[config.mk]
export PLATFORM = sky130hd
export DESIGN_NAME = vga_timing_ctrl
export DESIGN_NICKNAME = d
export VERILOG_FILES = /design/src/rtl/vga_timing_ctrl.sv
export SDC_FILE = /design/constraint.sdc
export NUM_CORES = 1
export LEC_CHECK = 0
export BUFFER_PORTS_ARGS = -buffer_cell sky130_fd_sc_hd__buf_2
export CAP_MARGIN = 20
export CORE_AREA = 4 4 75 90
export CTS_BUF_LIST = sky130_fd_sc_hd__clkbuf_8
export CTS_CLUSTER_DIAMETER = 30
export DETAILED_ROUTE_END_ITERATION = 7
export DIE_AREA = 0 0 79 94
export PLACE_DENSITY = 0.47
export SLEW_MARGIN = 20
export SYNTH_ARGS = -nofsm -noshare
export SYNTH_HDL_FRONTEND = slang
export SYNTH_SLANG_ARGS = --single-unit
[constraint.sdc]
create_clock -name clk -period 4.4 [get_ports clk]
set_input_delay 0.44 -clock clk [delete_from_list [all_inputs] [get_ports clk]]
set_output_delay 0.44 -clock clk [all_outputs]
set_load 0.01 [all_outputs]
[src/rtl/vga_timing_ctrl.sv]
// VGA raster timing generator: pixel/line counters, horizontal and vertical
// phase FSMs, and registered sync/active flags aligned with the counters.
module vga_timing_ctrl #(
  parameter int H_ACTIVE = 640,
  parameter int H_FRONT  = 16,
  parameter int H_SYNC   = 96,
  parameter int H_BACK   = 48,
  parameter int V_ACTIVE = 480,
  parameter int V_FRONT  = 10,
  parameter int V_SYNC   = 2,
  parameter int V_BACK   = 33,
  parameter int SYNC_POL = 0
) (
  input  logic       clk,
  input  logic       rst,
  input  logic       enable,
  output logic [9:0] hcount,
  output logic [9:0] vcount,
  output logic       hsync,
  output logic       vsync,
  output logic       active,
  output logic       line_start,
  output logic       frame_start
);

  localparam int H_TOTAL = H_ACTIVE + H_FRONT + H_SYNC + H_BACK;
  localparam int V_TOTAL = V_ACTIVE + V_FRONT + V_SYNC + V_BACK;

  // Last count of each phase; every phase is assumed at least one count long.
  localparam logic [9:0] H_ACT_LAST = 10'(H_ACTIVE - 1);
  localparam logic [9:0] H_FP_LAST  = 10'(H_ACTIVE + H_FRONT - 1);
  localparam logic [9:0] H_SYN_LAST = 10'(H_ACTIVE + H_FRONT + H_SYNC - 1);
  localparam logic [9:0] H_LAST     = 10'(H_TOTAL - 1);
  localparam logic [9:0] V_ACT_LAST = 10'(V_ACTIVE - 1);
  localparam logic [9:0] V_FP_LAST  = 10'(V_ACTIVE + V_FRONT - 1);
  localparam logic [9:0] V_SYN_LAST = 10'(V_ACTIVE + V_FRONT + V_SYNC - 1);
  localparam logic [9:0] V_LAST     = 10'(V_TOTAL - 1);

  localparam logic SYNC_ON = (SYNC_POL != 0);

  typedef enum logic [1:0] {
    H_ACT = 2'd0,
    H_FP  = 2'd1,
    H_SYN = 2'd2,
    H_BP  = 2'd3
  } h_state_e;

  typedef enum logic [1:0] {
    V_ACT = 2'd0,
    V_FP  = 2'd1,
    V_SYN = 2'd2,
    V_BP  = 2'd3
  } v_state_e;

  logic [9:0] hcount_q, hcount_d;
  logic [9:0] vcount_q, vcount_d;
  h_state_e   h_state_q, h_state_d;
  v_state_e   v_state_q, v_state_d;
  logic       hsync_q, hsync_d;
  logic       vsync_q, vsync_d;
  logic       active_q, active_d;
  logic       h_wrap;

  always_comb begin
    hcount_d = hcount_q;
    vcount_d = vcount_q;
    h_wrap   = 1'b0;
    if (enable) begin
      if (hcount_q == H_LAST) begin
        hcount_d = 10'd0;
        h_wrap   = 1'b1;
        if (vcount_q == V_LAST) begin
          vcount_d = 10'd0;
        end else begin
          vcount_d = vcount_q + 10'd1;
        end
      end else begin
        hcount_d = hcount_q + 10'd1;
      end
    end else begin
      hcount_d = hcount_q;
    end
  end

  always_comb begin
    h_state_d = h_state_q;
    if (enable) begin
      case (h_state_q)
        H_ACT: if (hcount_q == H_ACT_LAST) h_state_d = H_FP;  else h_state_d = H_ACT;
        H_FP:  if (hcount_q == H_FP_LAST)  h_state_d = H_SYN; else h_state_d = H_FP;
        H_SYN: if (hcount_q == H_SYN_LAST) h_state_d = H_BP;  else h_state_d = H_SYN;
        H_BP:  if (hcount_q == H_LAST)     h_state_d = H_ACT; else h_state_d = H_BP;
        default: h_state_d = H_ACT;
      endcase
    end else begin
      h_state_d = h_state_q;
    end
  end

  // Vertical phase only moves on the enabled cycle where the line wraps.
  always_comb begin
    v_state_d = v_state_q;
    if (h_wrap) begin
      case (v_state_q)
        V_ACT: if (vcount_q == V_ACT_LAST) v_state_d = V_FP;  else v_state_d = V_ACT;
        V_FP:  if (vcount_q == V_FP_LAST)  v_state_d = V_SYN; else v_state_d = V_FP;
        V_SYN: if (vcount_q == V_SYN_LAST) v_state_d = V_BP;  else v_state_d = V_SYN;
        V_BP:  if (vcount_q == V_LAST)     v_state_d = V_ACT; else v_state_d = V_BP;
        default: v_state_d = V_ACT;
      endcase
    end else begin
      v_state_d = v_state_q;
    end
  end

  // Flags derive from next-state phases so they land on the same edge as the counters.
  always_comb begin
    hsync_d  = ~SYNC_ON;
    vsync_d  = ~SYNC_ON;
    active_d = 1'b0;
    if (h_state_d == H_SYN) begin
      hsync_d = SYNC_ON;
    end else begin
      hsync_d = ~SYNC_ON;
    end
    if (v_state_d == V_SYN) begin
      vsync_d = SYNC_ON;
    end else begin
      vsync_d = ~SYNC_ON;
    end
    active_d = (h_state_d == H_ACT) && (v_state_d == V_ACT);
  end

  always_ff @(posedge clk) begin
    if (rst) begin
      hcount_q  <= 10'd0;
      vcount_q  <= 10'd0;
      h_state_q <= H_ACT;
      v_state_q <= V_ACT;
      hsync_q   <= ~SYNC_ON;
      vsync_q   <= ~SYNC_ON;
      active_q  <= 1'b1;
    end else begin
      hcount_q  <= hcount_d;
      vcount_q  <= vcount_d;
      h_state_q <= h_state_d;
      v_state_q <= v_state_d;
      hsync_q   <= hsync_d;
      vsync_q   <= vsync_d;
      active_q  <= active_d;
    end
  end

  assign hcount      = hcount_q;
  assign vcount      = vcount_q;
  assign hsync       = hsync_q;
  assign vsync       = vsync_q;
  assign active      = active_q;
  assign line_start  = enable & ~rst & (hcount_q == 10'd0);
  assign frame_start = enable & ~rst & (hcount_q == 10'd0) & (vcount_q == 10'd0);

endmodule
# Word-level counts from Yosys, hierarchy flattened
# Index checks and enable logic that the tools add are counted.
# totals
ff_bits	27
inputBits	3
output_inout_bits	25
wordCells	55
# classes
add_sub_neg	2
eq_ne	16
muxes	18
bitwise_logic	4
n_reduce_logical	8
# ops
cell	n
$eq 10x10->1 const B	5
$eq 10x9->1 const B	3
$add 10x1->10 const B	2
$logic_not 10->1	2
$mux 10	2
$pmux 2 s4	2
$eq 2x2->1 const B	6
$mux 2	6
$logic_not 2->1	4
$mux 1	8
$eq 2x1->1 const B	2
$and 1x1->1	3
$reduce_and 2->1	1
$logic_and 1x1->1	1
$not 1->1	1

# Logic depth before layout (Yosys ltp)
# Gate-level depths: netlist (run 1).
# logic_depth
depth_word	6
ltp_mapped	8
depth_no_buf	7

# Worst setup path before layout (run 1)
# No wires, ideal clock.
# synth_path
path_kind	register to register
start	register hcount_q[0] (netlist: hcount[0])
end	register active_q (netlist: active)
setup_time_ns	0.079
arrival_time_ns	1.638
required_ns	4.321
setup_slack_ns	2.683
path_stages_with_launch	9
path_buffers	2
synth_period_minus_slack_ns	1.717
cell_sequence	dfxtp_1 ha_1 and4_1 buf_4 and3_4 buf_6 a41oi_4 o21ai_2 a211oi_2
# synth_between
elab_chain_cells	6
word_cells_on_any_way	16
cone_classes	eq/ne: 4; mux: 9; reduce/logical: 3
# synth_lines
element	line	rtl
from (decl)	55	logic [9:0] hcount_q, hcount_d;
from (signal assigned)	144	hcount_q <= hcount_d;
$eq 10x10->1 (on tied branches)	n/a	
$mux 2 (tied with other cells)	92	H_BP: if (hcount_q == H_LAST) h_state_d = H_ACT; else h_state_d = H_BP;
$pmux 2 s4 or $mux 1 (tied branches)	88, 68	
$mux 2 (on tied branches)	87, 103	
$logic_not 2->1	131	active_d = (h_state_d == H_ACT) && (v_state_d == V_ACT);
$logic_and 1x1->1 (*)	131	
to (signal assigned)	150	active_q <= active_d;
to (decl)	61	logic active_q, active_d;
# Mark *: on every way between the ends. The rest lies on a longest branch, timed or not.
# A chain may end at the register's enable or synchronous reset.

# Worst setup path in the final report (run 1)
# layout_path
start	register hcount_q[4] (netlist: hcount[4])
end	output frame_start
# layout_between
elab_chain_cells	3
# layout_lines
element	line	rtl
$logic_not 10->1	160	assign frame_start = enable & ~rst & (hcount_q == 10'd0) & (vcount_q == 10'd0);
$and 1x1->1 (2 in series)	160	
to (decl)	23	output logic frame_start
# Every way passes these cells.

==> results.md, run 1 <==
* Status: finished, final reports clean
* Yosys warns at 0
* Worst hold stages at 2
* Setup TNS at 0 ps
* Die X at 79 um
* Row count at 31
* CTS Sinks at 27
* Synthesized cell area at 1433 um^2
* Skew final at 7.911 ps
* Hold Crit Endpoint: hcount[1]$_SDFFE_PP0P_
* Final #Nets at 198
* Starting density of the core at 23.98%
* H-tree depth at 1
* WL per Instance at 12.10 um
* First-pass GRT wire length at 5.809 mm
* Post-synth EDFFs at 0
* Fill cells at 685
* Prevailing post-synth register cell: dfxtp_1
* I/O Pins at 28
* CP required at 3960 ps
* Setup bufs post-CTS at 0
* Synth Register Bits at 27
* FF-to-FF End: vcount[5]$_SDFFE_PP0P_
* Share of layout cells above drive strength 1 at 20.11%
* Inserted Clock Buffers at 3
* Vias in the first global route at 1237
* Slew @ Worst Pin at 624.1 ps
* Pwr/cell area at 242.5 nW/um^2
* GRT Overall Usage at 9.674%
* Die area at 7426 um^2
* CTS tree: done
* Drt first-iter violations at 41
* CP endpoint kind: primary output
* RSZ-0062 raised after global routing: false
* Area Growth Syn to Fin at 16.68%
* MaxCap Viol Count at 0
* Cells after Synth at 164
* DRC Markers at 0
* Synth Net Count at 172
* Pre-antenna DRT Iters at 4
* Hold Crit Class: in -> reg
* Reg2Reg Launch Point: hcount[0]$_SDFFE_PP0P_
* Worst VDD drop at 97.28 uV
* Total power draw at 405.4 uW
* Post-synthesis sequential area ratio at 37.73%
* Worst hold start: rst
* Clock tree buffer depth at 2
* WL final at 3.279 mm
* Mapped Avg Cell Area at 8.736 um^2
* Post-synth cell types at 38
* GPL Wtd Cong at 0.7516
* Total grt overflow at 0
* DR vias/cell at 4.491
* Period utilization at 50.06%
* Worst EP arrival at 1760 ps
* Critical path startpoint category: flip-flop
* Core area at 5973 um^2
* Max Clk Rate at 454.0 MHz
* Async SR Flop Fraction at 0%
* Final hold slack at 480.4 ps
* Crit path max fanout at 8
* Post-CTS sizing at 0
* Max-slew headroom at 58.12%
* Worst-Skew Late Latency at 270 ps
* Initial antenna violation count at 0
* Max Slew Vio Count at 0
* Root buffer cell: clkbuf_8
* Port-buffer cells at 27
* Worst reg2reg path depth at 5
* Final Hold Viols at 0
* Tmin final at 2203 ps
* Critical path type: reg -> out
* FF-to-FF setup slack at 2370 ps
* CTS clk-pin slew, worst paths at 90 ps
* CTS Hold Bufs at 0
* Total number of vias at 1217
* Final setup violation count at 0
* Post-DP HPWL at 2.461 mm
* Die Y at 94 um
* Final ANT Viol Nets at 0
* Ant diodes at 0
* Static leakage at 0.0006513 uW
* Largest net degree at the start of global routing at 15
==> worst max-delay path by stage <==
stage,startpoint,end,slack (ps)
4_1_cts,hcount[4]$_SDFFE_PP0P_,frame_start,2180
6_report,hcount[4]$_SDFFE_PP0P_,frame_start,2200
3_5_place_dp,hcount[0]$_SDFFE_PP0P_,vcount[5]$_SDFFE_PP0P_,2340
5_1_grt,hcount[4]$_SDFFE_PP0P_,frame_start,1990
2_1_floorplan,hcount[0]$_SDFFE_PP0P_,active$_SDFF_PP1_,2680
3_3_place_gp,hcount[0]$_SDFFE_PP0P_,vcount[2]$_SDFFE_PP0P_,2410
==> logic make-up after synthesis <==
logic type / share of synthesized area, %
XOR/XNOR: 11.00
buffers and inverters: 4.367
AND/OR/NAND/NOR: 33.80
AO/OA/AOI/OAI: 8.734
adder cells (fa/ha/maj): 4.367
flip-flops: 37.73
==> routing by layer <==
metal | global-route usage [%] | wire length [um] | vias up
li1 | - | - | 624
met4 | 2.579 | 24 | 0
met3 | 2.207 | 186 | 4
met5 | 0 | 0 | -
met2 | 15.80 | 1453 | 28
met1 | 12.76 | 1615 | 561
==> Yosys cell counts, types with 4 or more instances <==
library cell | instances | share of area (%)
ha_1 | 5 | 4.4
and4_1 | 4 | 2.4
inv_1 | 5 | 1.3
nand3_1 | 7 | 2.4
xor2_1 | 8 | 4.9
nor2_1 | 24 | 6.3
nand2_1 | 14 | 3.7
dfxtp_1 | 27 | 38
and3_1 | 8 | 3.5
xnor2_1 | 10 | 6.1
nand4_1 | 9 | 3.9
a21oi_1 | 6 | 2.1
nor3_1 | 5 | 1.7
==> state kept, by name, indices dropped and copies added (netlist names) <==
name and count:
active 1, h_state_q 2, hcount 10, hsync 1, v_state_q 2, vcount 10, vsync 1
==> stage by stage <==
stage | cell area (um^2) | setup slack (ps) | std cells | utilization (%)
6_report | 1672 | 2197 | 271 | 27.98
5_1_grt | 1672 | 1989 | 271 | 27.98
4_1_cts | 1672 | 2179 | 271 | 27.98
3_5_place_dp | 1627 | 2345 | 267 | 27.23
3_3_place_gp | 1627 | 2411 | 267 | 27.23
2_1_floorplan | 1433 | 2683 | 164 | -
==> cell type report <==
class / instances / area [um^2] / area share (%)
clock buffer: 3 / 41.29 / 2.470
clock inverter: 1 / 3.754 / 0.2246
inverter: 5 / 18.77 / 1.123
multi-input combinational: 126 / 829.5 / 49.63
sequential: 27 / 540.5 / 32.34
tap: 82 / 102.6 / 6.138
timing repair buffer: 27 / 135.1 / 8.084
==> critical path, cell delays in order (launching register included) <==
cell,delay [ps]
dfxtp_1,390
nor4_1,470
and4_1,330
and4_1,180
buf_2,130
==> power by group <==
part	total, uW	switching (uW)	internal (uW)
Combinational	19.3	11.7	7.62
Clock	138	75.1	62.5
Sequential	249	2.51	246
Total	405	89.3	316
==> placed cells by master (no fill, tap or decap), types with 2 or more instances in the layout <==
master,instances
dfxtp_1,27
buf_2,27
nor2_1,24
nand2_1,14
xnor2_1,10
nand4_1,9
and3_1,8
xor2_1,8
nand3_1,7
inv_1,6
a21oi_1,6
nor3_1,5
ha_1,5
and4_1,4
clkbuf_8,3
nor4_2,2
nor3b_1,2
nand2b_1,2
nor4bb_1,2
a21o_1,2
No activity file was read; power rests on OpenSTA's default activity.
==> inputs of run 2 (changes only) <==
--- a/config.mk
+++ b/config.mk
@@ -5,14 +5,15 @@
 export SDC_FILE = /design/constraint.sdc
 export NUM_CORES = 1
 export LEC_CHECK = 0
+export ABC_AREA = 1
 export BUFFER_PORTS_ARGS = -buffer_cell sky130_fd_sc_hd__buf_2
 export CAP_MARGIN = 20
-export CORE_AREA = 4 4 75 90
+export CORE_AREA = 4 4 80 96
 export CTS_BUF_LIST = sky130_fd_sc_hd__clkbuf_8
 export CTS_CLUSTER_DIAMETER = 30
 export DETAILED_ROUTE_END_ITERATION = 7
-export DIE_AREA = 0 0 79 94
-export PLACE_DENSITY = 0.47
+export DIE_AREA = 0 0 84 100
+export PLACE_DENSITY = 0.46
 export SLEW_MARGIN = 20
 export SYNTH_ARGS = -nofsm -noshare
 export SYNTH_HDL_FRONTEND = slang
==> constraint.sdc (replaced) <==
create_clock -name clk -period 2.2 [get_ports clk]
set_input_delay 0.22 -clock clk [delete_from_list [all_inputs] [get_ports clk]]
set_output_delay 0.22 -clock clk [all_outputs]
set_load 0.01 [all_outputs]
==> run 2 against run 1 <==
Critical endpoint unchanged. Hold slack got worse by 230 ps. First-iteration DRC count grew 34%. Die area increased by 13%. Clock power increased by 110%. Via count is 32% higher.
==> results.md, run 2 <==
* Share of layout cells above drive strength 1 at 17.45% (-2.7 points)
* Pwr/cell area at 432.1 nW/um^2 (+78%)
* CTS Hold Bufs at 0 (unchanged)
* Slew @ Worst Pin at 435.2 ps (-188.9 ps)
* Post-synth top area cell: dfxtp_1
* Synthesized cell area at 1647 um^2 (+15%)
* Async SR Flop Fraction at 0% (unchanged)
* Max Clk Rate at 553.4 MHz
* Final core occ at 28.36% (+0.38 points)
* Worst-Skew Late Latency at 280 ps (about the same)
* Largest net degree at the start of global routing at 15 (unchanged)
* Row count at 33 (+6.5%)
* Mapped Avg Cell Area at 6.666 um^2 (-24%)
* Total number of vias at 1602 (+32%)
* Initial antenna violation count at 0 (unchanged)
* GRT Overall Usage at 10.94% (+1.3 points)
* Vias in the first global route at 1614 (+30%)
* FF-to-FF setup slack at 450 ps (-1920 ps)
* Max Slew Vio Count at 0 (unchanged)
* Cells after Synth at 247 (+51%)
* Synth area leaders: dfxtp_1 33%, nand2_1 15%, inv_1 9.3%, nor2_1 6.4%, nand3_1 4.9%
* CTS tree: done
* Share of the synthesized area in the top cell type at 32.83% (-4.9 points)
* Commonest cells in the netlist: 64 x nand2_1, 41 x inv_1, 28 x nor2_1
* Drt first-iter violations at 55 (+34%)
* Worst EP arrival at 1590 ps (-170 ps)
* Worst VDD drop at 209.7 uV (+120%)
* Area Growth Syn to Fin at 16.64% (about the same)
* Post-synthesis sequential area ratio at 32.83% (-4.9 points)
* First-pass GRT wire length at 7.569 mm (+30%)
* Core area at 6771 um^2 (+13%)
* Critical path startpoint category: flip-flop
* CTS Sinks at 27 (unchanged)
* Most numerous cell in the Yosys netlist: nand2_1
* H-tree depth at 1 (unchanged)
* CP required at 1980 ps (-1980 ps)
* DR vias/cell at 4.425 (-1.5%)
* Cell Count Post-Placement at 358 (+34%)
* Ant diodes at 0 (unchanged)
* WL per Instance at 11.98 um (-0.96%)
* Yosys warns at 0 (unchanged)
* Place WS at 451.4 ps (-1893 ps)
* Clock tree buffer depth at 2 (unchanged)
* Post-route setup slack at 393.1 ps (-1804 ps)
* WL final at 4.338 mm (+32%)
* Starting density of the core at 24.32% (+0.33 points)
* CP endpoint kind: primary output
* Port-buffer cells at 27 (unchanged)
* Post-DP HPWL at 3.459 mm (+41%)
* Hold Crit Class: in -> reg
* Setup bufs post-CTS at 0 (unchanged)
* Inserted Clock Buffers at 3 (unchanged)
* Skew final at 8.284 ps (+0.3736 ps)
* Total grt overflow at 0 (unchanged)
* Prevailing post-synth register cell: dfxtp_1
* CTS clk-pin slew, worst paths at 100 ps (about the same)
* Critical path type: reg -> out
* Post-CTS sizing at 0 (unchanged)
* Final Hold Viols at 0 (unchanged)
* Root buffer cell: clkbuf_8
* Pre-antenna DRT Iters at 4 (unchanged)
* Crit path max fanout at 5 (-3)
* Final #Nets at 284 (+43%)
* Die X at 84 um (+6.3%)
* Final hold slack at 246.5 ps (-233.9 ps)
* Final setup violation count at 0 (unchanged)
* I/O Pins at 28 (unchanged)
* Post-synth EDFFs at 0 (unchanged)
* Tmin final at 1807 ps
* Static leakage at 0.0008893 uW (+37%)
* Commonest non-fill, non-tap cell in the layout: nand2_1
* Final ANT Viol Nets at 0 (unchanged)
* Status: finished, final reports clean
* Synth Register Bits at 27 (unchanged)
* MaxCap Viol Count at 0 (unchanged)
* Synth Net Count at 255 (+48%)
* RSZ-0062 raised after global routing: false
* Max-slew headroom at 70.95% (+13 points)
* Die area at 8400 um^2 (+13%)
* DRC Markers at 0 (unchanged)
* Die Y at 100 um (+6.4%)
* GPL Wtd Cong at 0.8762 (+17%)
* Cell Count, Final, Fillers Out at 362 (+34%)
* Period utilization at 82.13%
* Post-synth cell types at 26 (-32%)
* Setup TNS at 0 ps (unchanged)
* Commonest non-fill, non-tap cells in the layout: 64 x nand2_1, 42 x inv_1, 28 x nor2_1, 27 x dfxtp_1, 27 x buf_2
==> run 2: cell count changes after synthesis, sizes merged, moves of 3 or more <==
| cell | before | now |
|---|---|---|
| a21oi | 6 | 10 |
| and3 | 9 | 1 |
| and4 | 4 | 0 |
| inv | 5 | 41 |
| nand2 | 14 | 69 |
| nand3 | 8 | 18 |
| nor2 | 24 | 34 |
| nor3 | 5 | 13 |
| o21ai | 3 | 6 |
| xnor2 | 10 | 0 |
| xor2 | 8 | 4 |
==> run 2: per-layer routing <==
metal	vias up	part of all wire [%]	track usage (%)
li1	842	-	-
met1	732	45	13.17
met2	24	51	19.53
met3	4	3.6	2.299
met4	0	0.88	3.342
met5	-	0	0
==> run 2: final cells by class <==
cell class,count,area (um^2)
Tap cell,87,108.9
Fill cell,781,4851
Clock inverter,1,3.754
Multi-Input combinational cell,176,937.1
Sequential cell,27,540.5
Inverter,41,153.9
Timing Repair Buffer,27,135.1
Clock buffer,3,41.29
==> run 2: kinds of logic after synthesis <==
family                     share of synthesized area [%]
DFF                                                32.83
adders and majority gates                          3.799
xor gates and xnor gates                           2.127
AOI/OAI and AO/OA                                  6.839
buffers and inverters                              10.26
and+or+nand+nor                                    44.15
==> run 2: path summary, 6_finish.rpt <==
check,end,from,cells after the start
setup / recovery,frame_start,hcount[0]$_SDFFE_PP0P_,8
hold reg to reg,hcount[0]$_SDFFE_PP0P_,hcount[0]$_SDFFE_PP0P_,2
setup reg to reg,vcount[8]$_SDFFE_PP0P_,hcount[0]$_SDFFE_PP0P_,8
hold / removal,hcount[2]$_SDFFE_PP0P_,rst,2
==> run 2: power breakdown <==
part           internal (uW)  leakage, uW  total (uW)  switching (uW)
combinational           14.7     0.000644        44.7            29.9
sequential               492     0.000218         495            3.59
clock                    125    0.0000269         290             164
==> run 2: metrics by stage <==
| stage | instance area (um^2) | power [uW] |
|---|---|---|
| after detailed placement | 1876 | 552.7 |
| after global routing | 1921 | 873.9 |
| after floorplan | 1647 | 534.3 |
| final | 1921 | 829.8 |
| after global placement | 1876 | 552.9 |
| after CTS | 1921 | 846.6 |
==> run 2: worst max-delay path: stages (launching register included) <==
cell and delay, ps:
dfxtp_1 350, inv_1 160, ha_1 190, nand2_1 50, nor2_1 80, nand3_1 80
inv_1 120, and3_1 160, buf_2 130
==> inputs of run 3 (changes only) <==
--- a/config.mk
+++ b/config.mk
@@ -13,7 +13,7 @@
 export CTS_CLUSTER_DIAMETER = 30
 export DETAILED_ROUTE_END_ITERATION = 7
 export DIE_AREA = 0 0 84 100
-export PLACE_DENSITY = 0.46
+export PLACE_DENSITY = 0.47
 export SLEW_MARGIN = 20
 export SYNTH_ARGS = -nofsm -noshare
 export SYNTH_HDL_FRONTEND = slang
==> constraint.sdc (replaced) <==
create_clock -name clk -period 1.5 [get_ports clk]
set_input_delay 0.15 -clock clk [delete_from_list [all_inputs] [get_ports clk]]
set_output_delay 0.15 -clock clk [all_outputs]
set_load 0.01 [all_outputs]
==> run 3 against run 2 <==
The flow now finishes with violations (setup timing). Non-clock buffer count up 47. Clock power up 51%. Setup slack worse by 530 ps. Count of clock-buffer cells in the layout unchanged. Sequential share of layout area down 5.5 points. Final cell count up 13%. Register-to-register slack worse by 480 ps. Global-route usage up 0.25 points. Routed wire length up 6.8%. Combinational power rose to 2.9 times the previous value. Clock skew down 2.7 ps. Critical endpoint unchanged.
==> results.md, run 3 (synthesis gave the netlist of run 2 again) <==
* CP required at 1350 ps (-630 ps)
* Share of layout cells above drive strength 1 at 38.82% (+21 points)
* Tmin final at 1641 ps
* Worst EP arrival at 1490 ps (-100 ps)
* MaxCap Viol Count at 0 (unchanged)
* Commonest non-fill, non-tap cell in the layout: nand2_1
* Worst-Skew Late Latency at 280 ps (about the same)
* FF-to-FF End: active$_SDFF_PP1_
* Total number of vias at 1778 (+11%)
* Total grt overflow at 0 (unchanged)
* Port-buffer cells at 27 (unchanged)
* Root buffer cell: clkbuf_8
* Period utilization at 109.4%
* Inserted Clock Buffers at 3 (unchanged)
* GRT Overall Usage at 11.19% (+0.25 points)
* Pwr/cell area at 535.1 nW/um^2 (+24%)
* RSZ-0062 raised after global routing: true
* Fill cells at 764 (-2.2%)
* Initial antenna violation count at 0 (unchanged)
* Reg2Reg Launch Point: hcount[0]$_SDFFE_PP0P_
* Critical path startpoint category: flip-flop
* CP endpoint kind: primary output
* Int Pwr at 974.6 uW (+54%)
* Post-DP HPWL at 3.686 mm (+6.6%)
* Hold Crit Class: in -> reg
* Largest net degree at the start of global routing at 16 (+1)
* Vias in the first global route at 1781 (+10%)
* CTS Sinks at 27 (unchanged)
* Post-route setup slack at -141.4 ps (-534.5 ps)
* Cell Count, Final, Fillers Out at 409 (+13%)
* CTS clk-pin slew, worst paths at 100 ps (about the same)
* Max Slew Vio Count at 0 (unchanged)
* Worst hold start: rst
* Static leakage at 0.001160 uW (+30%)
* Crit path max fanout at 4 (-1)
* Row count at 33 (unchanged)
* WL per Instance at 11.33 um (-5.5%)
* I/O Pins at 28 (unchanged)
* Final ANT Viol Nets at 0 (unchanged)
* Max Clk Rate at 609.2 MHz
* Skew final at 5.597 ps (-2.687 ps)
* DR vias/cell at 4.347 (-1.8%)
* Clock tree buffer depth at 2 (unchanged)
* Final setup violation count at 3 (+3)
* Clock Power Share at 33.8% (-1.1 points)
* Die area at 8400 um^2 (unchanged)
* Switching Fraction at 24.78% (+0.93 points)
* Failing checks: setup timing
* Register share of total power at 56.1% (-3.6 points)
* H-tree depth at 1 (unchanged)
* Commonest non-fill, non-tap cells in the layout: 60 x nand2_1, 42 x buf_4, 36 x inv_1, 26 x buf_2, 23 x nor2_1
* Worst hold stages at 2 (unchanged)
* Status: complete, but fails checks
* Max-slew headroom at 75.38% (+4.4 points)
* Ant diodes at 0 (unchanged)
* Hold Crit Endpoint: hcount[2]$_SDFFE_PP0P_
* Worst VDD drop at 351.6 uV (+68%)
* Starting density of the core at 24.32% (unchanged)
* CTS tree: done
* Final core occ at 35.75% (+7.4 points)
* Area Growth Syn to Fin at 47.04%
* Core area at 6771 um^2 (unchanged)
* Final #Nets at 331 (+17%)
* Pre-antenna DRT Iters at 4 (unchanged)
* Critical path type: reg -> out
* Final Hold Viols at 0 (unchanged)
* Die Y at 100 um (unchanged)
* Slew @ Worst Pin at 368.9 ps (-66.27 ps)
* GPL Wtd Cong at 0.8481 (-3.2%)
* DRC Markers at 0 (unchanged)
* Cell Count Post-Placement at 397 (+11%)
* First-pass GRT wire length at 7.838 mm (+3.6%)
* Worst reg2reg path depth at 10 (+2)
* WL final at 4.634 mm (+6.8%)
* Die X at 84 um (unchanged)
* Drt first-iter violations at 69 (+25%)
* FF-to-FF setup slack at -30 ps (-480 ps)
* Comb pwr share at 10.1% (+4.7 points)
* Net Sw Power at 321.0 uW (+62%)
-- run 3: cell types whose count changed in the layout (fill, tap and decap cells not counted), sizes merged --
cell    previous run  this run
inv               42        41
clkinv             0         1
buf               27        74
-- run 3: power by group through the flow --
stage          Clock [uW]  Combinational, uW  Sequential (uW)
3_3_place_gp            0               88.1              741
5_1_grt               470                144              727
6_report              438                131              726
3_5_place_dp            0               88.1              741
4_1_cts               454                110              726
2_1_floorplan           0               38.9              745
-- run 3: timing repair --
action / CTS / global route
buffers inserted: 3 / 5
endpoints found under the setup margin: 4 / 24
pin swaps: 6 / 7
hold buffers: 0 / 0
resized for setup: 19 / 26
-- run 3: area by class of cell --
type	instances	area, um^2	share of cell area, %
multi-input cells	176	1046	43.20
clock inverters	1	5.005	0.2067
inverters	41	158.9	6.563
well taps	87	108.9	4.496
repair buffers	74	513.0	21.19
flip-flops and latches	27	548.0	22.64
clock buffers	3	41.29	1.705
-- run 3: worst max-delay path, cell delays in order, from the launching register on --
cell	delay, ps
dfxtp_1	350
inv_1	60
ha_1	160
nand2_1	80
buf_4	140
nor4_2	140
and3_4	210
buf_6	90
-- run 3: per-stage QoR --
stage	TNS [ps]	instance area [um^2]	worst slack (ps)	power [uW]	hold WS [ps]
global placement	0	2168	12.35	828.7	474.9
floorplan	0	1647	6.557	783.6	299.0
finish	-177.6	2421	-141.4	1296	167.7
detailed placement	-23.92	2168	-23.92	828.8	470.4
CTS	-561.5	2295	-167.7	1289	175.9
global route	-933.6	2421	-225.8	1341	199.5
-- run 3: worst max-delay path by stage --
stage                      startpoint  slack [ps]                     end
2_1_floorplan  hcount[0]$_SDFFE_PP0P_           7  vcount[8]$_SDFFE_PP0P_
3_3_place_gp   vcount[4]$_SDFFE_PP0P_          10       active$_SDFF_PP1_
3_5_place_dp   hcount[0]$_SDFFE_PP0P_         -20  vcount[8]$_SDFFE_PP0P_
4_1_cts        hcount[1]$_SDFFE_PP0P_        -170             frame_start
5_1_grt        hcount[1]$_SDFFE_PP0P_        -230             frame_start
6_report       vcount[0]$_SDFFE_PP0P_        -140             frame_start
-- run 3: metal layers --
layer	vias up	share of wire (%)	track usage [%]
met1	802	45	13.59
met2	33	49	19.60
met3	8	3.6	1.888
met5	-	0	0
met4	0	2.4	4.579
li1	935	-	-
